<file path="config.mk">
export PLATFORM = sky130hd
export DESIGN_NAME = csel_addsub_pipe
export DESIGN_NICKNAME = d
export VERILOG_FILES = /design/src/rtl/csel_addsub_pipe.sv
export SDC_FILE = /design/constraint.sdc
export NUM_CORES = 1
export LEC_CHECK = 0
export CORE_AREA = 4 4 114 116
export DETAILED_ROUTE_END_ITERATION = 8
export DIE_AREA = 0 0 118 120
export GPL_TIMING_DRIVEN = 1
export PLACE_DENSITY = 0.79
export SYNTH_ARGS = -nofsm -noshare
export SYNTH_HDL_FRONTEND = slang
export SYNTH_SLANG_ARGS = --single-unit
export TNS_END_PERCENT = 20
</file>
<file path="constraint.sdc">
create_clock -name clk -period 4.6 [get_ports clk]
set_clock_uncertainty 0.1 [all_clocks]
set_input_delay 1.15 -clock clk [delete_from_list [all_inputs] [get_ports clk]]
set_output_delay 1.15 -clock clk [all_outputs]
set_load 0.02 [all_outputs]
</file>
<file path="src/rtl/csel_addsub_pipe.sv">
// Two-stage pipelined carry-select adder/subtractor with signed saturation,
// status flags, tag passthrough and elastic valid/ready handshaking.
module csel_addsub_pipe #(
  parameter int WIDTH = 32,
  parameter int SEG   = 8,
  parameter int TAG_W = 4
) (
  input  logic             clk,
  input  logic             rst,
  input  logic             in_valid,
  output logic             in_ready,
  input  logic [1:0]       op,
  input  logic [WIDTH-1:0] a,
  input  logic [WIDTH-1:0] b,
  input  logic             cin,
  input  logic [TAG_W-1:0] tag_in,
  output logic             out_valid,
  input  logic             out_ready,
  output logic [WIDTH-1:0] result,
  output logic             cout,
  output logic             overflow,
  output logic             zero,
  output logic             negative,
  output logic [TAG_W-1:0] tag_out
);

  localparam int NSEG = WIDTH / SEG;

  function automatic logic signed [WIDTH-1:0] saturate(
    input logic signed [WIDTH-1:0] raw,
    input logic                    ovf,
    input logic                    sat_en,
    input logic                    a_msb
  );
    logic signed [WIDTH-1:0] max_pos;
    logic signed [WIDTH-1:0] min_neg;
    max_pos = {1'b0, {(WIDTH-1){1'b1}}};
    min_neg = {1'b1, {(WIDTH-1){1'b0}}};
    if (sat_en && ovf)
      return a_msb ? min_neg : max_pos;
    return raw;
  endfunction

  logic vld_p1;
  logic vld_p2;
  logic s1_adv;
  logic s2_adv;

  assign s2_adv   = !vld_p2 || out_ready;
  assign s1_adv   = !vld_p1 || s2_adv;
  assign in_ready = s1_adv;

  // Operand prep: subtraction is a + ~b + 1, so cin only matters for adds
  logic             is_sub;
  logic [WIDTH-1:0] b_eff;
  logic             c_eff;

  assign is_sub = op[0];
  assign b_eff  = is_sub ? ~b : b;
  assign c_eff  = is_sub ? 1'b1 : cin;

  logic [SEG:0] seg0_c;
  logic [SEG:0] lo_c [1:NSEG-1];
  logic [SEG:0] hi_c [1:NSEG-1];

  always_comb begin
    seg0_c = {1'b0, a[SEG-1:0]} + {1'b0, b_eff[SEG-1:0]} + {{SEG{1'b0}}, c_eff};
    for (int k = 1; k < NSEG; k++) begin
      lo_c[k] = {1'b0, a[k*SEG +: SEG]} + {1'b0, b_eff[k*SEG +: SEG]};
      hi_c[k] = {1'b0, a[k*SEG +: SEG]} + {1'b0, b_eff[k*SEG +: SEG]}
                + {{SEG{1'b0}}, 1'b1};
    end
  end

  // ---- stage 1: segment sums and both carry candidates ----
  logic [SEG:0]     seg0_p1;
  logic [SEG:0]     lo_p1 [1:NSEG-1];
  logic [SEG:0]     hi_p1 [1:NSEG-1];
  logic             sat_p1;
  logic             a_msb_p1;
  logic             b_msb_p1;
  logic [TAG_W-1:0] tag_p1;

  always_ff @(posedge clk) begin
    if (rst)
      vld_p1 <= 1'b0;
    else if (s1_adv)
      vld_p1 <= in_valid;
  end

  always_ff @(posedge clk) begin
    if (s1_adv && in_valid) begin
      seg0_p1  <= seg0_c;
      lo_p1    <= lo_c;
      hi_p1    <= hi_c;
      sat_p1   <= op[1];
      a_msb_p1 <= a[WIDTH-1];
      b_msb_p1 <= b_eff[WIDTH-1];
      tag_p1   <= tag_in;
    end
  end

  // Select chain: each segment's carry picks the next segment's candidate
  logic signed [WIDTH-1:0] raw_c;
  logic                    carry_c;
  logic                    cmsb_c;
  logic                    ovf_c;
  logic signed [WIDTH-1:0] res_c;

  always_comb begin
    raw_c            = '0;
    raw_c[SEG-1:0]   = seg0_p1[SEG-1:0];
    carry_c          = seg0_p1[SEG];
    for (int k = 1; k < NSEG; k++) begin
      raw_c[k*SEG +: SEG] = carry_c ? hi_p1[k][SEG-1:0] : lo_p1[k][SEG-1:0];
      carry_c             = carry_c ? hi_p1[k][SEG]     : lo_p1[k][SEG];
    end
  end

  // Carry into the MSB falls out of the sum bit and both operand MSBs
  assign cmsb_c = raw_c[WIDTH-1] ^ a_msb_p1 ^ b_msb_p1;
  assign ovf_c  = cmsb_c ^ carry_c;
  assign res_c  = saturate(raw_c, ovf_c, sat_p1, a_msb_p1);

  // ---- stage 2: selected result and flags ----
  logic signed [WIDTH-1:0] result_p2;
  logic                    cout_p2;
  logic                    ovf_p2;
  logic                    zero_p2;
  logic                    neg_p2;
  logic [TAG_W-1:0]        tag_p2;

  always_ff @(posedge clk) begin
    if (rst) begin
      vld_p2    <= 1'b0;
      result_p2 <= '0;
      cout_p2   <= 1'b0;
      ovf_p2    <= 1'b0;
      zero_p2   <= 1'b0;
      neg_p2    <= 1'b0;
      tag_p2    <= '0;
    end else if (s2_adv) begin
      vld_p2 <= vld_p1;
      if (vld_p1) begin
        result_p2 <= res_c;
        cout_p2   <= carry_c;
        ovf_p2    <= ovf_c;
        zero_p2   <= (res_c == '0);
        neg_p2    <= res_c[WIDTH-1];
        tag_p2    <= tag_p1;
      end
    end
  end

  assign out_valid = vld_p2;
  assign result    = result_p2;
  assign cout      = cout_p2;
  assign overflow  = ovf_p2;
  assign zero      = zero_p2;
  assign negative  = neg_p2;
  assign tag_out   = tag_p2;

endmodule

</file>
==> results of run 1 <==
==> kinds of logic (layout without fill, tap and decap cells) <==
family / Yosys count / after routing
xor+xnor: 76 / 76
fa+ha+maj: 40 / 40
compound gates: 123 / 123
simple gates: 151 / 151
buf+inv: 52 / 165
flops: 111 / 111
mux: 29 / 29
==> metrics by stage <==
| step | utilization | cells |
|---|---|---|
| 3_5_place_dp | 0.629 | 826 |
| 5_1_grt | 0.652 | 842 |
| 3_3_place_gp | 0.629 | 826 |
| 2_1_floorplan | - | 582 |
| 4_1_cts | 0.652 | 842 |
| 6_report | 0.652 | 842 |
==> synth_stat cells, types with 3 or more instances <==
| cell | n | area share |
|---|---|---|
| dfxtp_1 | 41 | 0.13 |
| inv_1 | 26 | 0.016 |
| nand2_1 | 43 | 0.026 |
| a21oi_1 | 44 | 0.036 |
| a21o_1 | 5 | 0.0061 |
| mux2i_1 | 5 | 0.0081 |
| xor2_1 | 48 | 0.068 |
| nand3_1 | 10 | 0.0081 |
| a211oi_1 | 10 | 0.012 |
| nor2_1 | 35 | 0.021 |
| a31oi_1 | 3 | 0.0030 |
| nor3_1 | 20 | 0.016 |
| nand2b_1 | 6 | 0.0061 |
| xnor2_1 | 28 | 0.040 |
| o211ai_1 | 22 | 0.027 |
| o21a_1 | 5 | 0.0061 |
| buf_1 | 3 | 0.0018 |
| ha_1 | 35 | 0.071 |
| o21ai_0 | 13 | 0.011 |
| nand4_1 | 5 | 0.0051 |
| mux2_2 | 22 | 0.040 |
| fa_1 | 5 | 0.016 |
| or2_2 | 4 | 0.0040 |
| buf_2 | 5 | 0.0040 |
| nor2b_1 | 5 | 0.0051 |
| edfxtp_1 | 70 | 0.34 |
| or4_1 | 3 | 0.0036 |
| o31ai_1 | 4 | 0.0049 |
| clkbuf_1 | 17 | 0.010 |
| nor4_1 | 8 | 0.0081 |
==> area by class of cell <==
type | count | area (um2) | area share
clock inverter | 6 | 42.5 | 0.00548
multi-input combinational | 419 | 3060 | 0.394
clock buffer | 10 | 239 | 0.0308
inverter | 26 | 97.6 | 0.0126
tap | 147 | 184 | 0.0237
timing repair buffer | 123 | 1220 | 0.157
sequential | 111 | 2920 | 0.376
==> worst max-delay path: stages <==
cell and delay, ns:
buf_2 0.44, xor2_1 0.22, ha_1 0.20, inv_1 0.06
fa_1 0.40, and3b_1 0.24, nor2_1 0.06, xnor2_1 0.39
nand4_1 0.17, nor4bb_1 0.38, xor2_1 0.10
==> per-layer routing <==
metal | up-vias | share of wire | track usage
li1 | 2316 | - | -
met1 | 2174 | 0.46 | 0.249
met2 | 122 | 0.49 | 0.335
met3 | 17 | 0.043 | 0.0353
met4 | 0 | 0.013 | 0.0542
met5 | - | 0 | 0
==> flip-flops by register name, summed over array words and instances (netlist names) <==
register / count
cout: 1
out_valid: 1
sat_p1: 1
b_msb_p1: 1
tag_p1: 4
hi_p1: 27
result: 32
seg0_p1: 9
a_msb_p1: 1
lo_p1: 27
overflow: 1
zero: 1
vld_p1: 1
tag_out: 4
==> path summary, 6_finish.rpt <==
check	startpoint	to	slack [ns]	cells after the start
worst max-delay path	op[0]	hi_p1[26]	0.77	11
worst min-delay path	result[26]	result[26]	0.36	2
worst max register to register	seg0_p1[8]	result[23]	0.85	7
worst min register to register	result[26]	result[26]	0.36	2
==> layout by cell type (no fill, tap or decap), types with 9 or more instances in the layout <==
master / instances
clkdlybuf4s50_1: 115
edfxtp_1: 70
xor2_1: 48
a21oi_1: 44
nand2_1: 43
dfxtp_1: 41
nor2_1: 35
ha_1: 35
xnor2_1: 28
inv_1: 26
mux2_2: 22
o211ai_1: 22
nor3_1: 20
o21ai_0: 13
nand3_1: 10
a211oi_1: 10
clkbuf_16: 9
==> report_power, final <==
part	total, uW	internal (uW)	switching [uW]
combinational	911	417	494
clock	725	383	342
sequential	1340	1260	81.2
==> metrics.md, run 1 <==
| Metric | Value |
|---|---|
| Outcome | `finished, final reports clean` |
| Fin. max-slew vios | `0` |
| Worst hold slack | `0.356 ns` |
| Critical Path Sink Type | `flip-flop` |
| # clock sinks | `111` |
| Vias/cell | `5.50` |
| Lkg Pwr | `0.00292 uW` |
| Final ANT Viol Nets | `0` |
| EDFF count, synth | `70` |
| Synth async-reset ratio | `0` |
| Initial antenna violation count | `0` |
| Clk root buf | `clkbuf_16` |
| Die width | `118 um` |
| Syn Inst Count | `582` |
| # fillers | `950` |
| Synth cell types | `54` |
| Max-cap viol count | `0` |
| Total power | `2970 uW` |
| Worst-Skew Late Latency | `0.35 ns` |
| Compound-Gate Fraction of Synth Area | `0.129` |
| Sequential-to-total area share from yosys stat | `0.472` |
| Maximum buffer depth of the clock tree | `2` |
| Worst-Margin Slew | `0.927 ns` |
| Area added between synthesis and finish | `25.6%` |
| Pwr/cell area | `383 nW/um2` |
| Post-Synth Simple-Gate Area | `0.118` |
| Post-place setup slack | `0.446 ns` |
| Hold Violations, Final | `0` |
| Mux share of post-synthesis cell area | `0.0526` |
| FP Rows | `40` |
| CP max FO | `20` |
| Grt ovf | `0` |
| Routed WL | `13.6 mm` |
| Worst slew margin | `0.382` |
| Post-DP HPWL | `10.6 mm` |
| Die area | `14200 um2` |
| Setup tns final | `0 ns` |
| Initial DRT Pass Iterations | `4` |
| Pin count of the biggest net entering global routing | `67` |
| Synthesized cell area | `6190 um2` |
| Period utilization | `0.833` |
| Clock slew at reported path FFs | `0.07 ns` |
| Core Area | `11900 um2` |
| H-tree depth | `3` |
| RSZ-0062 raised after global routing | `no` |
| Routed WL per cell | `16.2 um` |
| Xor and xnor area share after synthesis | `0.108` |
| CTS Hold Buffers Added | `0` |
| Avg Cell Area, Syn | `10.6 um2` |
| Prevailing post-synth register cell | `edfxtp_1` |
| Area post-placement | `7490 um2` |
| First-pass GRT wire length | `22.6 mm` |
| # resized after CTS | `0` |
| Port-buffer cells | `116` |
| #FFs+latches synth | `111` |
| Largest family of logic cells by synthesized area | `compound AO/OA/AOI/OAI gates` |
| Fraction of layout cells with a size suffix above 1 | `0.0820` |
| Vias in the first global route | `4735` |
| Die height | `120 um` |
| Iter 0 DRT Violations | `309` |
| Nets | `805` |
| Post CTS Setup Buffer Count | `0` |
| Tmin final | `3.83 ns` |
| Syn Nets | `697` |
| Fmax | `0.261 GHz` |
| CP Launch Type | `primary input` |
| CTS tree | `built` |
| Total CTS buffers | `9` |
| # setup viols final | `0` |
| Worst EP required | `4.59 ns` |
| Synth Warn # | `0` |
| Vias | `4629` |
| Diode count | `0` |
| Global-route usage over all layers | `0.193` |
| Ports | `117` |
| Setup slack after layout | `0.768 ns` |
| Drt drc | `0` |
| Worst VDD drop | `0.000217 V` |
| Starting Density | `0.519` |
| Worst Hold Class | `reg2reg` |
| Kind of critical path | `in2reg` |
| RePlAce Congestion | `0.834` |
| Post-Synth Adder-Cell Area | `0.0870` |
| Post-route design area | `7770 um2` |
| Crit path DAT | `3.82 ns` |
No activity file was read; power rests on OpenSTA's default activity.
==> run 2, diff against run 1 <==
==> constraint.sdc (replaced) <==
create_clock -name clk -period 3.69 [get_ports clk]
set_clock_uncertainty 0.1 [all_clocks]
set_input_delay 0.9225 -clock clk [delete_from_list [all_inputs] [get_ports clk]]
set_output_delay 0.9225 -clock clk [all_outputs]
set_load 0.02 [all_outputs]
==> metrics.md, run 2 (same netlist as run 1, synthesis figures left out) <==
| Metric | Value |
|---|---|
| Ports | `117 (unchanged)` |
| Fraction of layout cells with a size suffix above 1 | `0.104 (+0.0216)` |
| Worst slew margin | `0.418 (+0.0360)` |
| Global-route usage over all layers | `0.190 (-0.00384)` |
| Area added between synthesis and finish | `27.6%` |
| Post CTS Setup Buffer Count | `0 (unchanged)` |
| # setup viols final | `0 (unchanged)` |
| Fin. max-slew vios | `0 (unchanged)` |
| Setup slack after layout | `0.254 ns (-0.514 ns)` |
| Initial DRT Pass Iterations | `5 (+1)` |
| Diode count | `0 (unchanged)` |
| CP max FO | `3 (-85%)` |
| Worst Hold Class | `reg2reg` |
| Total CTS buffers | `9 (unchanged)` |
| CP most frequent cell | `xor2_1` |
| Lkg Pwr | `0.00300 uW (+2.9%)` |
| Most frequent cells in the layout | `115 x clkdlybuf4s50_1, 70 x edfxtp_1, 48 x xor2_1, 44 x a21oi_1, 43 x nand2_1` |
| Port-buffer cells | `116 (unchanged)` |
| Max FFs per register | `32 (unchanged)` |
| CTS tree | `built` |
| Area occupied by multi-input gates | `3060 um2 (unchanged)` |
| Commonest non-fill, non-tap cell in the layout | `clkdlybuf4s50_1` |
| Worst-Margin Slew | `0.856 ns (-0.0709 ns)` |
| Pin count of the biggest net entering global routing | `43 (-36%)` |
| Flip-flop and latch area | `2920 um2 (unchanged)` |
| Post-DP HPWL | `10.5 mm (-1.5%)` |
| First-pass GRT wire length | `21.9 mm (-2.9%)` |
| Die area | `14200 um2 (unchanged)` |
| Tmin final | `3.44 ns` |
| Die width | `118 um (unchanged)` |
| Drt drc | `0 (unchanged)` |
| # clock sinks | `111 (unchanged)` |
| Worst VDD drop | `0.000238 V (+9.7%)` |
| Nets | `824 (+2.4%)` |
| Max-cap viol count | `0 (unchanged)` |
| Worst hold slack | `0.355 ns (-0.00145 ns)` |
| Maximum buffer depth of the clock tree | `2 (unchanged)` |
| Clock slew at reported path FFs | `0.07 ns (about the same)` |
| Slowest CP cell | `clkdlybuf4s50_1` |
| CTS Hold Buffers Added | `0 (unchanged)` |
| Routed WL | `13.4 mm (-1.2%)` |
| Crit-path max cell delay | `0.47 ns (+0.03 ns)` |
| FP Rows | `40 (unchanged)` |
| CP cell instances | `clkdlybuf4s50_1 > xor2_1 > ha_1 > inv_1 > fa_1 > and3b_1 > nor2_1 > xnor2_1 > nand4_1 > nor4bb_1 > xor2_1` |
| Critical Path Sink Type | `flip-flop` |
| Fmax | `0.291 GHz` |
| Vias/cell | `5.47 (-0.56%)` |
| Die height | `120 um (unchanged)` |
| RePlAce Congestion | `0.811 (-2.7%)` |
| Clk root buf | `clkbuf_16` |
| Core Area | `11900 um2 (unchanged)` |
| Post-place setup slack | `-0.0734 ns (-0.519 ns)` |
| Vias in the first global route | `4544 (-4.0%)` |
| Outcome | `finished, final reports clean` |
| Hold Violations, Final | `0 (unchanged)` |
| Vias | `4707 (+1.7%)` |
| Worst EP required | `3.67 ns (-0.92 ns)` |
| Starting Density | `0.519 (unchanged)` |
| Routed WL per cell | `15.6 um (-3.4%)` |
| # resized after CTS | `0 (unchanged)` |
| Iter 0 DRT Violations | `319 (+3.2%)` |
| # fillers | `916 (-3.6%)` |
| Period utilization | `0.931` |
| Crit path DAT | `3.42 ns (-0.40 ns)` |
| Setup tns final | `0 ns (unchanged)` |
| H-tree depth | `3 (unchanged)` |
| Pwr/cell area | `473 nW/um2 (+24%)` |
| Grt ovf | `0 (unchanged)` |
| Worst-Skew Late Latency | `0.35 ns (about the same)` |
| Final ANT Viol Nets | `0 (unchanged)` |
| Kind of critical path | `in2reg` |
| CP Launch Type | `primary input` |
| RSZ-0062 raised after global routing | `no` |
| Initial antenna violation count | `0 (unchanged)` |
-- run 2: worst max-delay path, delay by kind of cell --
kind | cells | cell delay (ns)
AND/OR/NAND/NOR | 4 | 0.81
adder cells (fa/ha/maj) | 2 | 0.59
XOR/XNOR | 3 | 0.58
buffers and inverters | 2 | 0.52
-- run 2: cell type report --
cell class / instances / area share
multi-input cells: 419 / 0.388
flip-flops and latches: 111 / 0.370
repair buffers: 142 / 0.173
clock buffers: 11 / 0.0295
well taps: 147 / 0.0233
inverters: 26 / 0.0124
clock inverters: 5 / 0.00428
-- run 2: layer usage --
metal,track usage,part of all wire
met4,0.0579,0.015
met2,0.310,0.46
met3,0.0405,0.048
met1,0.254,0.48
met5,0,0
-- run 2: metrics by stage --
step / util / area (um2) / instances / total power [uW]
6_report: 0.663 / 7900 / 861 / 3740
5_1_grt: 0.663 / 7900 / 861 / 3940
4_1_cts: 0.663 / 7900 / 861 / 3740
3_5_place_dp: 0.641 / 7630 / 845 / 2860
3_3_place_gp: 0.641 / 7630 / 845 / 2830
2_1_floorplan: - / 6190 / 582 / 2440
-- run 2: worst paths after layout --
check | startpoint | end | slack [ns] | cells past startpoint
max reg2reg | seg0_p1[8] | result[26] | 0.50 | 6
max | b[8] | hi_p1[26] | 0.25 | 11
min reg2reg | tag_out[2] | tag_out[2] | 0.35 | 2
min | tag_out[2] | tag_out[2] | 0.35 | 2
-- run 2: report_power, final --
group          leakage, uW  switching (uW)  internal [uW]
Combinational      0.00186             619            566
Clock             0.000128             428            459
Sequential         0.00102            97.6           1570
